### src/rtl/router_pkg.sv
// Shared definitions for the router packet transmitter: FSM states,
// header field positions and the header packing helper.
package router_pkg;

  typedef enum logic [2:0] {
    ST_IDLE,
    ST_LOAD,
    ST_HEADER,
    ST_PAYLOAD,
    ST_PARITY,
    ST_GAP
  } tx_state_t;

  localparam logic [1:0] ADDR_ILLEGAL = 2'b11;
  localparam int MAX_PAYLOAD = 63;
  localparam int BUF_DEPTH   = MAX_PAYLOAD + 1;
  localparam int PTR_W       = 6;
  localparam int BYTE_W      = 8;

  localparam int HDR_ADDR_LO = 0;
  localparam int HDR_ADDR_HI = 1;
  localparam int HDR_LEN_LO  = 2;
  localparam int HDR_LEN_HI  = 7;

  function automatic logic [BYTE_W-1:0] make_header(input logic [1:0] addr,
                                                    input logic [PTR_W-1:0] len);
    logic [BYTE_W-1:0] h;
    h = '0;
    h[HDR_ADDR_HI:HDR_ADDR_LO] = addr;
    h[HDR_LEN_HI:HDR_LEN_LO]   = len;
    return h;
  endfunction

endpackage

### src/rtl/router_tx_buf.sv
// Single-clock payload buffer: one write port, one registered read port.
// A read of the address being written returns the new byte (write-first).
import router_pkg::*;

module router_tx_buf #(
  parameter int DATA_W = BYTE_W,
  parameter int DEPTH  = BUF_DEPTH,
  parameter int ADDR_W = $clog2(DEPTH)
) (
  input  logic              clock,
  input  logic              we,
  input  logic [ADDR_W-1:0] waddr,
  input  logic [DATA_W-1:0] wdata,
  input  logic              re,
  input  logic [ADDR_W-1:0] raddr,
  output logic [DATA_W-1:0] rdata
);

  logic [DATA_W-1:0] mem [DEPTH];

  always_ff @(posedge clock) begin
    if (we) mem[waddr] <= wdata;
    if (re) rdata <= (we && (waddr == raddr)) ? wdata : mem[raddr];
  end

endmodule

### src/rtl/router_pkt_tx.sv
// Host-side router packet transmitter: buffers a payload, then sends
// header, payload and parity beats under router busy flow control.
import router_pkg::*;

module router_pkt_tx #(
  parameter int IPG_CYCLES   = 2,
  parameter int BUSY_TIMEOUT = 64
) (
  input  logic              clock,
  input  logic              resetn,
  input  logic              start,
  input  logic [1:0]        dest_addr,
  input  logic [PTR_W-1:0]  pl_len,
  input  logic [BYTE_W-1:0] pl_data,
  input  logic              pl_valid,
  output logic              pl_ready,
  input  logic              busy,
  input  logic              err_in,
  output logic              pkt_valid,
  output logic [BYTE_W-1:0] data_out,
  output logic              tx_active,
  output logic              done,
  output logic              reject,
  output logic              timeout,
  output logic              parity_err
);

  localparam int GCNT_W = (IPG_CYCLES > 2) ? $clog2(IPG_CYCLES) : 1;
  localparam int BCNT_W = (BUSY_TIMEOUT > 2) ? $clog2(BUSY_TIMEOUT) : 1;
  localparam logic [GCNT_W-1:0] GCNT_LAST = GCNT_W'(IPG_CYCLES - 1);
  localparam logic [BCNT_W-1:0] BCNT_LAST =
    (BUSY_TIMEOUT > 0) ? BCNT_W'(BUSY_TIMEOUT - 1) : '1;

  function automatic logic [BCNT_W-1:0] sat_inc(input logic [BCNT_W-1:0] v);
    return (v == '1) ? v : v + BCNT_W'(1);
  endfunction

  tx_state_t         state, state_nxt;
  logic [1:0]        addr_q, addr_nxt;
  logic [PTR_W-1:0]  len_q, len_nxt;
  logic [BYTE_W-1:0] acc, acc_nxt;
  logic [PTR_W-1:0]  wptr, wptr_nxt;
  logic [PTR_W-1:0]  rptr, rptr_nxt;
  logic [PTR_W-1:0]  fptr, fptr_nxt;
  logic [GCNT_W-1:0] gcnt, gcnt_nxt;
  logic [BCNT_W-1:0] bcnt, bcnt_nxt;
  logic              pkt_valid_nxt;
  logic [BYTE_W-1:0] data_out_nxt;
  logic              reject_nxt, timeout_nxt, parity_err_nxt;
  logic              buf_we, buf_re;
  logic [BYTE_W-1:0] buf_rdata;
  logic              in_tx;

  // fptr runs one byte ahead of the byte on data_out so buf_rdata is
  // already valid when the current beat is consumed.
  router_tx_buf u_buf (
    .clock (clock),
    .we    (buf_we),
    .waddr (wptr),
    .wdata (pl_data),
    .re    (buf_re),
    .raddr (fptr),
    .rdata (buf_rdata)
  );

  assign in_tx     = (state == ST_HEADER) || (state == ST_PAYLOAD) || (state == ST_PARITY);
  assign pl_ready  = (state == ST_LOAD);
  assign tx_active = (state != ST_IDLE);
  assign done      = (state == ST_GAP) && (gcnt == GCNT_LAST);

  always_comb begin
    state_nxt      = state;
    addr_nxt       = addr_q;
    len_nxt        = len_q;
    acc_nxt        = acc;
    wptr_nxt       = wptr;
    rptr_nxt       = rptr;
    fptr_nxt       = fptr;
    gcnt_nxt       = gcnt;
    pkt_valid_nxt  = pkt_valid;
    data_out_nxt   = data_out;
    reject_nxt     = 1'b0;
    timeout_nxt    = 1'b0;
    parity_err_nxt = parity_err;
    buf_we         = 1'b0;
    buf_re         = 1'b0;
    bcnt_nxt       = (in_tx && busy) ? sat_inc(bcnt) : '0;

    case (state)
      ST_IDLE: begin
        if (start) begin
          if ((dest_addr != ADDR_ILLEGAL) && (pl_len != '0)) begin
            addr_nxt       = dest_addr;
            len_nxt        = pl_len;
            acc_nxt        = make_header(dest_addr, pl_len);
            wptr_nxt       = '0;
            rptr_nxt       = '0;
            fptr_nxt       = '0;
            parity_err_nxt = 1'b0;
            state_nxt      = ST_LOAD;
          end else begin
            reject_nxt = 1'b1;
          end
        end
      end
      ST_LOAD: begin
        if (pl_valid) begin
          buf_we   = 1'b1;
          wptr_nxt = wptr + PTR_W'(1);
          acc_nxt  = acc ^ pl_data;
          if (wptr == len_q - PTR_W'(1)) begin
            state_nxt     = ST_HEADER;
            pkt_valid_nxt = 1'b1;
            data_out_nxt  = make_header(addr_q, len_q);
            buf_re        = 1'b1;
            fptr_nxt      = fptr + PTR_W'(1);
          end
        end
      end
      ST_HEADER: begin
        if (!busy) begin
          state_nxt    = ST_PAYLOAD;
          rptr_nxt     = '0;
          data_out_nxt = buf_rdata;
          if (fptr < len_q) begin
            buf_re   = 1'b1;
            fptr_nxt = fptr + PTR_W'(1);
          end
        end
      end
      ST_PAYLOAD: begin
        if (!busy) begin
          if (rptr == len_q - PTR_W'(1)) begin
            state_nxt     = ST_PARITY;
            pkt_valid_nxt = 1'b0;
            data_out_nxt  = acc;
          end else begin
            rptr_nxt     = rptr + PTR_W'(1);
            data_out_nxt = buf_rdata;
            if (fptr < len_q) begin
              buf_re   = 1'b1;
              fptr_nxt = fptr + PTR_W'(1);
            end
          end
        end
      end
      ST_PARITY: begin
        if (!busy) begin
          state_nxt     = ST_GAP;
          gcnt_nxt      = '0;
          pkt_valid_nxt = 1'b0;
          data_out_nxt  = '0;
        end
      end
      ST_GAP: begin
        if (err_in) parity_err_nxt = 1'b1;
        if (gcnt == GCNT_LAST) state_nxt = ST_IDLE;
        else                   gcnt_nxt  = gcnt + GCNT_W'(1);
      end
      default: state_nxt = ST_IDLE;
    endcase

    // A stalled router for too long abandons the packet without parity.
    if (in_tx && busy && (BUSY_TIMEOUT != 0) && (bcnt == BCNT_LAST)) begin
      state_nxt     = ST_IDLE;
      pkt_valid_nxt = 1'b0;
      data_out_nxt  = '0;
      timeout_nxt   = 1'b1;
      buf_re        = 1'b0;
      fptr_nxt      = fptr;
      rptr_nxt      = rptr;
    end
  end

  always_ff @(posedge clock) begin
    if (!resetn) begin
      state      <= ST_IDLE;
      addr_q     <= '0;
      len_q      <= '0;
      acc        <= '0;
      wptr       <= '0;
      rptr       <= '0;
      fptr       <= '0;
      gcnt       <= '0;
      bcnt       <= '0;
      pkt_valid  <= 1'b0;
      data_out   <= '0;
      reject     <= 1'b0;
      timeout    <= 1'b0;
      parity_err <= 1'b0;
    end else begin
      state      <= state_nxt;
      addr_q     <= addr_nxt;
      len_q      <= len_nxt;
      acc        <= acc_nxt;
      wptr       <= wptr_nxt;
      rptr       <= rptr_nxt;
      fptr       <= fptr_nxt;
      gcnt       <= gcnt_nxt;
      bcnt       <= bcnt_nxt;
      pkt_valid  <= pkt_valid_nxt;
      data_out   <= data_out_nxt;
      reject     <= reject_nxt;
      timeout    <= timeout_nxt;
      parity_err <= parity_err_nxt;
    end
  end

endmodule

### config.mk
export PLATFORM = sky130hd
export DESIGN_NAME = router_pkt_tx
export DESIGN_NICKNAME = d
export VERILOG_FILES = /design/src/rtl/router_pkg.sv /design/src/rtl/router_tx_buf.sv /design/src/rtl/router_pkt_tx.sv
export SDC_FILE = /design/constraint.sdc
export NUM_CORES = 1
export LEC_CHECK = 0
export ABC_AREA = 1
export CORE_ASPECT_RATIO = 1.5
export CORE_MARGIN = 3
export CORE_UTILIZATION = 40
export CTS_BUF_LIST = sky130_fd_sc_hd__clkbuf_8
export CTS_CLUSTER_SIZE = 12
export DETAILED_ROUTE_END_ITERATION = 6
export GPL_TIMING_DRIVEN = 0
export MAX_ROUTING_LAYER = met4
export PLACE_DENSITY = 0.56
export SLEW_MARGIN = 20
export SYNTH_ARGS = -nofsm -noshare
export SYNTH_HDL_FRONTEND = slang
export SYNTH_SLANG_ARGS = --single-unit
### constraint.sdc
create_clock -name clock -period 2.79 [get_ports clock]
set_input_delay 0.558 -clock clock [delete_from_list [all_inputs] [get_ports clock]]
set_output_delay 0.558 -clock clock [all_outputs]
set_load 0.01 [all_outputs]
### Word-level counts from Yosys, hierarchy flattened

Memory sizes are Yosys's and may differ from the RTL's. A register that Yosys moved wholly into a read port is not among the register bits.
Index checks and enable logic that the tools add are counted.

| storage, ports and cells | value |
|---|---|
| register bits after elaboration | 56 |
| memory bits (writable) | 512 |
| bits of input ports | 22 |
| output and inout bits | 15 |
| logic and storage cells | 135 |
| memories | 1 |

Memories:

| name | words | width | rd ports | clocked after Yosys merged registers in | wr ports | RTL line | text |
|---|---|---|---|---|---|---|---|
| u_buf.mem | 64 | 8 | 1 | 1 | 1 | router_tx_buf.sv:19 | `logic [DATA_W-1:0] mem [DEPTH];` |

| cells by class | value |
|---|---|
| $add $sub $neg | 6 |
| $lt $le $gt $ge | 1 |
| equality and inequality tests | 20 |
| muxes and demuxes | 62 |
| bitwise operators | 3 |
| reduce and logical (&&, ||, !) cells | 28 |

Operators by type and width:

| operator | number |
|---|---|
| 2-to-1 mux 6 bit | 12 |
| 2-to-1 mux 8 bit | 9 |
| one-hot mux 8 bit (4 select lines) | 1 |
| 2-to-1 mux 3 bit | 9 |
| adder 6 x 1 -> 6 bit, second input constant | 4 |
| one-hot mux 6 bit (4 select lines) | 1 |
| 2-to-1 mux 1 bit | 22 |
| inequality test 2 bit, second input constant | 10 |
| one-hot mux 3 bit (6 select lines) | 1 |
| one-hot mux 6 bit (3 select lines) | 1 |
| AND reduction 9 bit | 2 |
| one-hot mux 8 bit (2 select lines) | 1 |
| equality test 6 bit | 2 |
| one-hot mux 6 bit (2 select lines) | 1 |
| AND reduction 6 bit | 2 |
| nonzero test 3 bit | 3 |
| AND reduction 4 bit | 2 |
| nonzero test 4 bit | 2 |
| XOR 8 bit | 1 |
| AND reduction 7 bit | 1 |
| equality test 3 x 2 -> 1 bit, second input constant | 2 |
| equality test 3 bit, second input constant | 2 |
| equality test 6 bit, second input constant | 1 |
| < comparator 6 bit | 1 |
| 15 further kinds | 27 |

### Longest topological paths before layout

| depth | value |
|---|---|
| depth after elaboration | 7 |
| mapped depth | 19 |
| gate-level depth less buffers | 18 |

### Cells and area by module

A second synthesis with hierarchy kept.

| second synthesis, totals | value |
|---|---|
| cells, all modules | 2342 |
| area total of the unflattened synthesis | 24877.6 um^2 |

By module, submodules not included:

| module | times used | cells an instance | area each (um^2) |
|---|---|---|---|
| router_tx_buf | 1 | 1818 | 21484.4 |
| router_pkt_tx | 1 | 524 | 3393.3 |

### Worst setup path after synthesis

No wires, ideal clock.

| path | value |
|---|---|
| kind | register to register |
| from | register len_q[0] |
| to | register u_buf.rdata[0], read port of u_buf.mem, enable pin |
| library setup time | 0.384 ns |
| arrival | 2.050 ns |
| required time | 2.406 ns |
| slack | 0.356 ns |
| cell stages (with the launch flop) | 14 |
| path through | dfxtp_1 -> inv_2 -> ha_1 -> inv_1 -> nand2_1 -> nand2_1 -> nand2_1 -> nand3_1 -> nor2_1 -> nand3_1 -> nand2_1 -> nand2_1 -> inv_1 -> o21ai_0 |

| on the way | value |
|---|---|
| word-level cells in the longest chain between the ends | 6 |

Ends and longest elaborated chain:

| item | RTL line | text |
|---|---|---|
| start: declaration | router_pkt_tx.sv:40 | `logic [PTR_W-1:0] len_q, len_nxt;` |
| start signal: assignment | router_pkt_tx.sv:194 | `len_q <= len_nxt;` |
| subtractor 6 x 1 -> 6 bit or < comparator 6 bit (tied branches) | n/a |  |
| equality test 6 bit (tied with other cells) | router_pkt_tx.sv:133 | `if (rptr == len_q - PTR_W'(1)) begin` |
| 2-to-1 mux 1 bit, on equally long branches | router_pkt_tx.sv:133, router_pkt_tx.sv:111 |  |
| 2-to-1 mux 1 bit, on equally long branches | router_pkt_tx.sv:132, router_pkt_tx.sv:107 |  |
| one-hot mux 1 bit (3 select lines) * | router_pkt_tx.sv:89 | `case (state)` |
| 2-to-1 mux 1 bit * | router_pkt_tx.sv:164 | `if (in_tx && busy && (BUSY_TIMEOUT != 0) && (bcnt == BCNT_LAST)) begin` |
| named net buf_re | router_pkt_tx.sv:50 | `logic buf_we, buf_re;` |
| end: declaration | router_tx_buf.sv:16 | `output logic [DATA_W-1:0] rdata` |

The timed path passes the listed nets; every way through them passes the cells marked *.
A chain may end at the register's enable or synchronous reset.

### Worst setup path after layout

| path | value |
|---|---|
| from | register state[2] |
| to | memory u_buf.mem[43][7] (netlist bit), enable pin |

| on the way | value |
|---|---|
| word-level cells in the longest chain between the ends | 4 |

Ends and longest elaborated chain:

| item | RTL line | text |
|---|---|---|
| start: declaration | router_pkt_tx.sv:38 | `tx_state_t state, state_nxt;` |
| start signal: assignment | router_pkt_tx.sv:192 | `state <= state_nxt;` |
| equality test 3 x 1 -> 1 bit | router_pkt_tx.sv:89 |  |
| 2-to-1 mux 1 bit | router_pkt_tx.sv:89 |  |
| 2-to-1 mux 1 bit | router_tx_buf.sv:22 | `if (we) mem[waddr] <= wdata;` |
| 2-to-1 mux 1 bit (implied by the code) | router_tx_buf.sv:22 |  |
| end: declaration | router_tx_buf.sv:19 |  |

No other way between the ends.

==> metrics.md <==
| Metric | Value |
|---|---|
| Layout Utilization | 46.8% |
| Final HPWL DP | 58.7 mm |
| Power Total | approximately 26 mW |
| Combinational share of power | 36.3% |
| Hold buffers post-CTS | 0 |
| Via count | 17785 |
| Synth Flop Type | edfxtp_1 |
| Worst vdd ir | 0.362 mV |
| Pint | approximately 15 mW |
| Post-synth cell types | 50 |
| Vias in the first global route | 17615 |
| Port Buffers | 36 |
| Max-cap violation count | 0 |
| GRT Resource Usage Total | 27.3% |
| Top cells by count, synth | edfxtp_1, nor2_1, o21ai_0 |
| TritonCTS clock tree | done |
| Initial antenna violation count | 1 |
| Area of the multi-input gates | 6940 um2 |
| Die Y-Extent | roughly 310 um |
| Crit share post-route | 104% |
| Area delta synth->final | 14.7% |
| Cell taking the most area after synthesis | edfxtp_1 |
| Total wire length | 84.4 mm |
| Ys async rst share | 0% |
| Clock sink count | 576 |
| # fillers | 5459 |
| Sw Share | 40.6% |
| Clock root cell | clkbuf_8 |
| Area after DPL | 25600 um2 |
| Avg WL per Cell | 27.1 um |
| Max Slew Vio Count | 0 |
| Most frequent cell after synthesis | edfxtp_1 |
| Setup crit end kind | register |
| Unrepaired setup endpoints after global routing | true |
| RD Place Congestion | ~0.94 |
| Switching power | between 10 and 15 mW |
| Core Region | roughly 59000 um2 |
| Initial DRC count | approximately 1700 |
| Die width | between 200 and 250 um |
| Final Setup Violations | 57 |
| Layout cells sized above 1 | 14.3% |
| FF+latch count, synth | 576 |
| DR vias/cell | around 5.7 |
| Leak Pwr | 9.23 nW |
| Net count after synthesis | 2158 |
| Seq/Total Area, Yosys | 69.2% |
| CTS Buf Count | 88 |
| H-tree depth | 3 |
| I/O Pins | 37 |
| Initial core utilization | 40.8% |
| Seq pwr share | 38.3% |
| WS Path Type | register to register |
| CP Data Arrival Time | 3.22 ns |
| Startpoint Class | register |
| Grt ovf | 0 |
| Cells after synthesis | 2126 |
| Setup WS post-layout | -0.107 ns |
| Sequential Area | roughly 17000 um2 |
| Clk Latency, worst-skew pair | 0.71 ns |
| Drt drc | 0 |
| Top cells by area, synth | edfxtp_1, nor2_1, o21ai_0 |
| Number of enable flip-flop cells after synthesis | 520 |
| Power Density | about 930 nW/um2 |
| Router iterations before antenna repair | 5 |
| Std-Cell Rows | 109 |
| Avg Synthesized Cell Area | 11.4 um2 |
| Post-synth top area share | 64.6% |
| Worst EP required | 3.11 ns |
| First-pass GRT wire length | between 100 and 150 mm |
| Total Nets Final | ~2300 |
| Final hold violation count | 0 |
| Clk_skew | 0.0332 ns |
| Clk buf depth | 3 |
| Largest net degree at the start of global routing | 68 |
| Syn Std Cell Area | 24200 um2 |
| Post-route minimum period | 2.90 ns |
| Register clock-pin slew on the reported worst setup and hold paths | 0.06 ns |
| Final instance area | 27700 um2 |
| Yosys warnings | 0 |
| Relative slew slack | between 20% and 30% |
| F_max | 345 MHz |
| Clock network power share | between 20% and 30% |
| Die Area | approximately 63000 um2 |
| Worst slack, placed | -0.556 ns |
| Min-delay worst type | primary input to register |
| Worst slew pin tran | 1.07 ns |
| Status | finished with violations |
| Remaining antenna violation count | 0 |
| CP Max Fanout | 8 |
| Failing checks | setup timing |
[placed cells by master (no fill, tap or decap), drive strengths merged]
cell type,Yosys,final
xor2,11,11
nand4,28,28
nor3b,1,1
o22ai,68,68
nand3,107,107
o21ai,301,301
diode,0,1
clkinv,5,45
o211ai,61,61
inv,75,97
nor4,3,3
clkdlybuf4s50,0,27
clkinvlp,0,2
or2,2,2
a311oi,1,1
a21boi,2,2
nor3,8,8
a31oi,4,4
o21bai,2,2
nand2,228,228
buf,38,60
clkbuf,82,176
ha,10,10
o221ai,4,4
dlymetal6s2s,0,1
a2111oi,1,1
a21oi,51,51
xnor2,3,3
a211oi,5,5
nand3b,1,1
edfxtp,520,520
o2111ai,1,1
nor2,447,447
dfxtp,56,56
[power groups by stage]
stage | sequential, mW | combinational, mW | clock (mW)
after floorplan | 10.0 | 5.11 | 0
after global placement | 10.1 | 9.01 | 0
after detailed placement | 10.1 | 9.09 | 0
after CTS | 9.89 | 9.24 | 6.63
after global routing | 9.91 | 10.0 | 6.98
final | 9.89 | 9.38 | 6.55
[stage by stage]
stage / hold WS (ns) / std cells / TNS, ns
final: 0.106 / 3112 / -3.00
after global routing: 0.0768 / 3112 / -11.48
after CTS: 0.0660 / 3108 / -18.91
after detailed placement: 0.468 / 2945 / -162.73
after global placement: 0.448 / 2939 / -568.29
after floorplan: 0.441 / 2126 / 0
[flip-flops by register name, indices dropped and copies added (netlist names), 2 cells and up]
| name | flops |
|---|---|
| wptr | 6 |
| u_buf.rdata | 8 |
| data_out | 8 |
| state | 3 |
| fptr | 6 |
| bcnt | 6 |
| addr_q | 2 |
| len_q | 6 |
| u_buf.mem | 512 |
| acc | 8 |
| rptr | 6 |
[repair_timing]
item                       in CTS  in global routing
setup endpoints to repair     529                285
pin swaps                       6                  6
gates resized for setup       104                 69
setup buffers                   5                  3
[per-layer routing]
layer  part of all wire, %  wire length [um]  GRT usage, %  vias up
li1                      -                 -             -     7941
met1                    36             30300          30.3     8842
met5                     0                 0             -        -
met3                   6.7              5630          4.17      214
met2                    52             44200          47.8      788
met4                   5.1              4310          12.9        0
[cell type report]
type	instances	area share (%)
repair buffers	50	2.12
multi-input cells	1350	25.0
inverters	80	1.10
well taps	777	3.50
diodes	1	0.00902
clock inverters	64	1.05
clock buffers	94	4.66
flip-flops and latches	576	60.3
plain buffers	120	2.17
[path summary, 6_finish.rpt]
path                                       startpoint                         end  slack, ns  cells after the start
worst max-delay path            state[2]$_SDFFE_PP0P_  u_buf.mem[43][7]$_DFFE_PP_      -0.11                      8
worst min-delay path                       pl_data[3]  u_buf.mem[13][3]$_DFFE_PP_       0.11                      1
worst max register to register  state[2]$_SDFFE_PP0P_  u_buf.mem[43][7]$_DFFE_PP_      -0.11                      8
worst min register to register    acc[0]$_SDFFE_PN0P_         acc[0]$_SDFFE_PN0P_       0.48                      2
[cell families (layout without fill, tap and decap cells)]
family                     after synthesis  count (layout)  synth area share, %
and+or+nand+nor                        825             825                 14.7
DFF                                    576             576                 69.2
AOI/OAI and AO/OA                      501             501                 11.7
buffers and inverters                  200             408                 3.37
xor gates and xnor gates                14              14                0.507
adders and majority gates               10              10                0.518
other                                    0               1                    0
[critical path, cell delays in order (launching register included)]
cell and delay [ns]:
dfxtp_1 0.29, buf_2 0.17, nor3_4 0.25, inv_4 0.12
nor2_4 0.22, inv_2 0.12, nor2_4 0.13, nand2_1 0.61
nor2_4 0.61
(Power assumes the default switching activity.)
